[config.mk]
export PLATFORM = sky130hd
export DESIGN_NAME = mem_arbiter
export DESIGN_NICKNAME = d
export VERILOG_FILES = /design/src/rtl/mem_arbiter.sv
export SDC_FILE = /design/constraint.sdc
export NUM_CORES = 1
export LEC_CHECK = 0
export CAP_MARGIN = 20
export CORE_ASPECT_RATIO = 1.5
export CORE_MARGIN = 8
export CORE_UTILIZATION = 40
export DETAILED_ROUTE_END_ITERATION = 12
export HOLD_SLACK_MARGIN = 0.1
export PLACE_DENSITY = 0.7
export SKIP_CTS_REPAIR_TIMING = 1
export SYNTH_ARGS = -nofsm -noshare
export SYNTH_HDL_FRONTEND = slang
export SYNTH_SLANG_ARGS = --single-unit
[constraint.sdc]
create_clock -name clk -period 6 [get_ports clk]
set_input_delay 1.2 -clock clk [delete_from_list [all_inputs] [get_ports clk]]
set_output_delay 1.2 -clock clk [all_outputs]
set_load 0.02 [all_outputs]
[src/rtl/mem_arbiter.sv]
// mem_arbiter: shares one byte-wide memory port between instruction fetch
// (IC) and the load/store buffer (LSB), serialising each request into
// little-endian byte accesses and returning a one-cycle done pulse.
//
// Ports:
//   clk, rst        clock, synchronous active-high reset
//   flush           drop a pending or in-flight IC fetch
//   ic_asking/addr  one-cycle fetch request pulse and its address
//   ic_data/ready   fetched word and its one-cycle done pulse
//   lsb_req/we/size/addr/wdata  level request held until lsb_done
//   lsb_rdata/done  zero-extended load data and one-cycle done pulse
//   mem_din         read byte, returned the cycle after its mem_a
//   mem_dout/a/wr   write byte, byte address, write strobe
module mem_arbiter #(
  parameter int IC_BYTES = 4,
  parameter bit FAIR     = 1'b1
) (
  input  logic        clk,
  input  logic        rst,
  input  logic        flush,
  input  logic        ic_asking,
  input  logic [31:0] ic_addr,
  output logic [31:0] ic_data,
  output logic        ic_ready,
  input  logic        lsb_req,
  input  logic        lsb_we,
  input  logic [1:0]  lsb_size,
  input  logic [31:0] lsb_addr,
  input  logic [31:0] lsb_wdata,
  output logic [31:0] lsb_rdata,
  output logic        lsb_done,
  input  logic [7:0]  mem_din,
  output logic [7:0]  mem_dout,
  output logic [31:0] mem_a,
  output logic        mem_wr
);

  localparam logic [2:0] IC_LEN = 3'(IC_BYTES);

  typedef enum logic [2:0] {
    IDLE,
    RD_IC,
    RD_LSB,
    WR_LSB,
    DONE
  } state_t;

  state_t      state;
  state_t      state_nx;

  logic        ic_pending;
  logic [31:0] ic_pend_addr;
  logic        last_ic;
  logic        who_ic;
  logic [31:0] base;
  logic [2:0]  len;
  logic [31:0] wdata;
  logic [31:0] rdata;
  logic [2:0]  cnt;

  logic        ic_req;
  logic        tie_ic;
  logic        gnt_ic;
  logic        gnt_lsb;
  logic [2:0]  lsb_len;
  logic        rd_st;
  logic        addr_on;
  logic [1:0]  cap_idx;

  // A flush on the grant edge already kills the pending fetch.
  assign ic_req  = ic_pending & ~flush;
  assign tie_ic  = FAIR ? ~last_ic : 1'b0;
  assign gnt_ic  = ic_req & (~lsb_req | tie_ic);
  assign gnt_lsb = lsb_req & ~gnt_ic;

  always_comb begin
    lsb_len = 3'd4;
    unique case (lsb_size)
      2'b00:   lsb_len = 3'd1;
      2'b01:   lsb_len = 3'd2;
      default: lsb_len = 3'd4;
    endcase
  end

  assign rd_st   = (state == RD_IC) || (state == RD_LSB);
  // Reads spend one extra cycle with no address, catching the last byte.
  assign addr_on = (rd_st && cnt != len) || (state == WR_LSB);
  // Byte presented in cycle k (cnt = k-1) lands when cnt = k.
  assign cap_idx = cnt[1:0] - 2'd1;

  always_comb begin
    state_nx = state;
    unique case (state)
      IDLE: begin
        if (gnt_ic)
          state_nx = RD_IC;
        else if (gnt_lsb)
          state_nx = lsb_we ? WR_LSB : RD_LSB;
      end
      RD_IC: begin
        if (flush)
          state_nx = IDLE;
        else if (cnt == len)
          state_nx = DONE;
      end
      RD_LSB: begin
        if (cnt == len)
          state_nx = DONE;
      end
      WR_LSB: begin
        if (cnt == len - 3'd1)
          state_nx = DONE;
      end
      DONE:    state_nx = IDLE;
      default: state_nx = IDLE;
    endcase
  end

  always_comb begin
    mem_a     = 32'h0;
    mem_wr    = 1'b0;
    mem_dout  = 8'h0;
    ic_ready  = 1'b0;
    ic_data   = 32'h0;
    lsb_done  = 1'b0;
    lsb_rdata = 32'h0;
    if (addr_on)
      mem_a = base + 32'(cnt);
    if (state == WR_LSB) begin
      mem_wr   = 1'b1;
      mem_dout = wdata[{cnt[1:0], 3'b000} +: 8];
    end
    if (state == DONE) begin
      if (who_ic) begin
        ic_ready = 1'b1;
        ic_data  = rdata;
      end else begin
        lsb_done  = 1'b1;
        lsb_rdata = rdata;
      end
    end
  end

  always_ff @(posedge clk) begin
    if (rst) begin
      state        <= IDLE;
      ic_pending   <= 1'b0;
      ic_pend_addr <= 32'h0;
      last_ic      <= 1'b1;
      who_ic       <= 1'b0;
      base         <= 32'h0;
      len          <= 3'd0;
      wdata        <= 32'h0;
      rdata        <= 32'h0;
      cnt          <= 3'd0;
    end else begin
      state <= state_nx;
      cnt   <= cnt + 3'd1;

      if (flush)
        ic_pending <= 1'b0;
      if (state == IDLE && gnt_ic)
        ic_pending <= 1'b0;
      // A new pulse wins over flush and grant on the same edge.
      if (ic_asking) begin
        ic_pending   <= 1'b1;
        ic_pend_addr <= ic_addr;
      end

      if (state == IDLE) begin
        cnt   <= 3'd0;
        rdata <= 32'h0;
        if (gnt_ic) begin
          base    <= ic_pend_addr;
          len     <= IC_LEN;
          who_ic  <= 1'b1;
          last_ic <= 1'b1;
        end else if (gnt_lsb) begin
          base    <= lsb_addr;
          len     <= lsb_len;
          wdata   <= lsb_wdata;
          who_ic  <= 1'b0;
          last_ic <= 1'b0;
        end
      end

      if (rd_st && cnt != 3'd0)
        rdata[{cap_idx, 3'b000} +: 8] <= mem_din;
    end
  end

endmodule
==> reports/qor.tcl <==
set qor(p_leak_nw) 3.81
set qor(cts_buffer_depth) 2
set qor(cell_with_the_most_instances_after_synthesis) {dfxtp_1}
set qor(clock_latency_ps) 430
set qor(ys_seq_elements) 140
set qor(timing.critical_path.fanout_max) 15
set qor(maxSlewViolCount) 0
set qor(drt_first_pass_iters) 5
set qor(final_hold_viol_count) 0
set qor(clock_transition_at_the_register_clock_pins_on_the_worst_setup_and_hold_paths_after_cts_ps) 60
set qor(vdd.ir_drop.worst_mv) 0.182
set qor(drv_cap) 0
set qor(area_growth_pct) 39.3
set qor(fin_tns_setup_ps) 0
set qor(skew_ps) 7.21
set qor(dr_iter_0_viols) 450
set qor(reg2reg_to) {rdata[16]$_SDFF_PP0_}
set qor(final_min_period_over_clock_period_pct) 83.5
set qor(layout.nets) 1137
set qor(globalplace.congestion) 0.792
set qor(via_per_inst) 5.32
set qor(hold-worst-slack_ps) 452
set qor(global_route.overflow_total) 0
set qor(vias) 6617
set qor(min_period_ps) 5010
set qor(die_x_um) 125
set qor(tritoncts_clock_tree) {done}
set qor(diodes) 0
set qor(critPathMaxStageDelay_ps) 650
set qor(core_region_area_mm2) 0.0177
set qor(pwr_density_cell_mw_per_mm2) 334
set qor(per_instance_average_area_after_synthesis_um2) 8.58
set qor(die_y_um) 180
set qor(first_pass_grt_wire_length_mm) 34.9
set qor(final-setup-viol-count) 0
set qor(synth_top_area_share_pct) 39.2
set qor(std_cell_rows) 60
set qor(netlist_area_mm2) 0.00715
set qor(cts-root-buf) {clkbuf_16}
set qor(ys_top_cells_by_area) {dfxtp_1 39%, mux2i_1 9.7%, and2_1 5.8%}
set qor(critical_path.cell_chain) {buf_4 -> inv_1 -> fa_1 -> nor2b_1 -> o21ai_0 -> or4_1 -> a21oi_1 -> clkdlybuf4s50_1}
set qor(post_synth_num_cell_types) 54
set qor(worst-endpoint-arrival_ps) 3810
set qor(final_layout_size_suffix_gt1_share_pct) 5.94
set qor(worstSetupEndpoint) {mem_a[28]}
set qor(first_global_vias) 6620
set qor(p_total_mw) 3.33
set qor(max_freq_ghz) 0.200
set qor(syn_nets) 957
set qor(rrSetupSlack_ps) 3590
set qor(dp_worst_slack_ps) 1440
set qor(worst-slew-pin-transition_ps) 1030
set qor(worst_path_max_delay_cell) {nor2b_1}
set qor(timing.critical_path.to_type) {output pin}
set qor(setup_ws_ps) 992
set qor(yosys_most_used_dff) {dfxtp_1}
set qor(start_util_pct) 40.4
set qor(cts_inserted_buffers) 17
set qor(yosys-top-cells-count) {140 x dfxtp_1, 84 x nor2_1, 83 x nand2_1}
set qor(worst_hold_path_type) {reg -> reg}
set qor(die_area_mm2) 0.0225
set qor(synth.yosys.warnings) 0
set qor(placement.io_buffers) 218
set qor(drt_wl_total_mm) 21.6
set qor(cell_taking_the_most_area_after_synthesis) {dfxtp_1}
set qor(grt_antenna_before_repair) 1
set qor(antenna_violating_nets_post_route) 0
set qor(sort_of_element_at_the_start_of_the_critical_path) {flip-flop}
set qor(result_of_the_run) {completed}
set qor(maximum_number_of_pins_on_one_net_before_global_route_repair) 82
set qor(pin_count) 219
set qor(crit_start) {cnt[1]$_SDFF_PP0_}
set qor(reg2reg_from) {state[0]$_SDFFE_PP0P_}
set qor(worstRegToRegCells) 4
set qor(grt_usage_pct) 19.3
set qor(synth_edf_count) 0
set qor(syn_inst) 834
set qor(async_flop_share_pct) 0
set qor(drt_drc_violations_left) 0
set qor(dp.final_hpwl_mm) 15.8
set qor(clock_tree.htree_level_count) 4
set qor(clock-sinks) 140
set qor(slew_headroom_pct) 31.5
set qor(grt_setup_unrepaired) {false}
set qor(timing_worst_setup_path_type) {reg -> out}
set qor(seq_area_frac_synth_pct) 39.2
set qor(routed_wire_length_per_instance_um) 17.4
set qor(worstPathRequired_ps) 4800
==> kinds of logic after synthesis <==
family	count (synthesis)	share of synthesized area (%)
AND/OR/NAND/NOR	350	25.2
AO/OA/AOI/OAI	167	14.9
flip-flops	140	39.2
multiplexers	77	12.2
buffers and inverters	75	4.49
XOR/XNOR	14	2.03
adder cells (fa/ha/maj)	11	2.03
==> flip-flops by register name (all words and copies together) (netlist names) <==
signal / cells
state: 3
ic_pend_addr: 32
ic_pending: 1
base: 32
rdata: 32
last_ic: 1
cnt: 3
len: 3
who_ic: 1
wdata: 32
==> report_power, final <==
part           leakage (nW)  internal [mW]  switching [mW]
Combinational          2.39          0.421           0.626
Sequential             1.15           1.08           0.165
Clock                 0.277          0.585           0.451
==> cell type report <==
type / instances / area (µm²)
fill: 1642 / 7750
tap: 217 / 272
clock buffer: 17 / 425
timing repair buffer: 226 / 2230
clock inverter: 15 / 153
sequential: 140 / 2800
inverter: 10 / 37.5
multi-input combinational: 619 / 4040
==> placed cells by master, fill, tap and decap left out, drive strengths merged, types with 16 or more instances in the layout <==
cell / Yosys / layout
clkdlybuf4s50: 0 / 216
dfxtp: 140 / 140
nor2: 84 / 84
nand2: 83 / 83
a21oi: 71 / 71
mux2i: 69 / 69
and2: 66 / 66
nand3: 34 / 34
a211oi: 33 / 33
inv: 10 / 18
clkbuf: 41 / 17
o21ai: 16 / 16
==> routing by layer <==
layer  up-vias  GRT usage [%]  routed length [µm]
met4         2           9.30                 729
met1      3029           21.1                8820
met5         -              0                  14
met2       210           32.6               10500
met3        41           6.66                1510
li1       3335              -                   -
==> through the flow <==
| stage | util [%] | cells | cell area, µm² |
|---|---|---|---|
| 2_1_floorplan | - | 834 | 7150 |
| 3_3_place_gp | 52.9 | 1211 | 9380 |
| 3_5_place_dp | 52.9 | 1211 | 9380 |
| 4_1_cts | 56.2 | 1243 | 9960 |
| 5_1_grt | 56.2 | 1244 | 9960 |
| 6_report | 56.2 | 1244 | 9960 |
==> worst min-delay path by stage <==
stage                                       from                      to  cells after the start
after floorplan           wdata[10]$_SDFFE_PP0P_  wdata[10]$_SDFFE_PP0P_                      2
after global placement    wdata[24]$_SDFFE_PP0P_  wdata[24]$_SDFFE_PP0P_                      2
after detailed placement  wdata[24]$_SDFFE_PP0P_  wdata[24]$_SDFFE_PP0P_                      2
after CTS                 wdata[24]$_SDFFE_PP0P_  wdata[24]$_SDFFE_PP0P_                      2
after global routing       wdata[0]$_SDFFE_PP0P_   wdata[0]$_SDFFE_PP0P_                      2
final                     wdata[10]$_SDFFE_PP0P_  wdata[10]$_SDFFE_PP0P_                      2
==> critical path, delay by kind of cell (launching register included) <==
kind,cells,cell delay (ps)
AOI/OAI and AO/OA,2,440
and+or+nand+nor,2,1160
adders and majority gates,1,420
DFF,1,300
buffers and inverters,3,1050
Power figures use the tool's default switching activity.
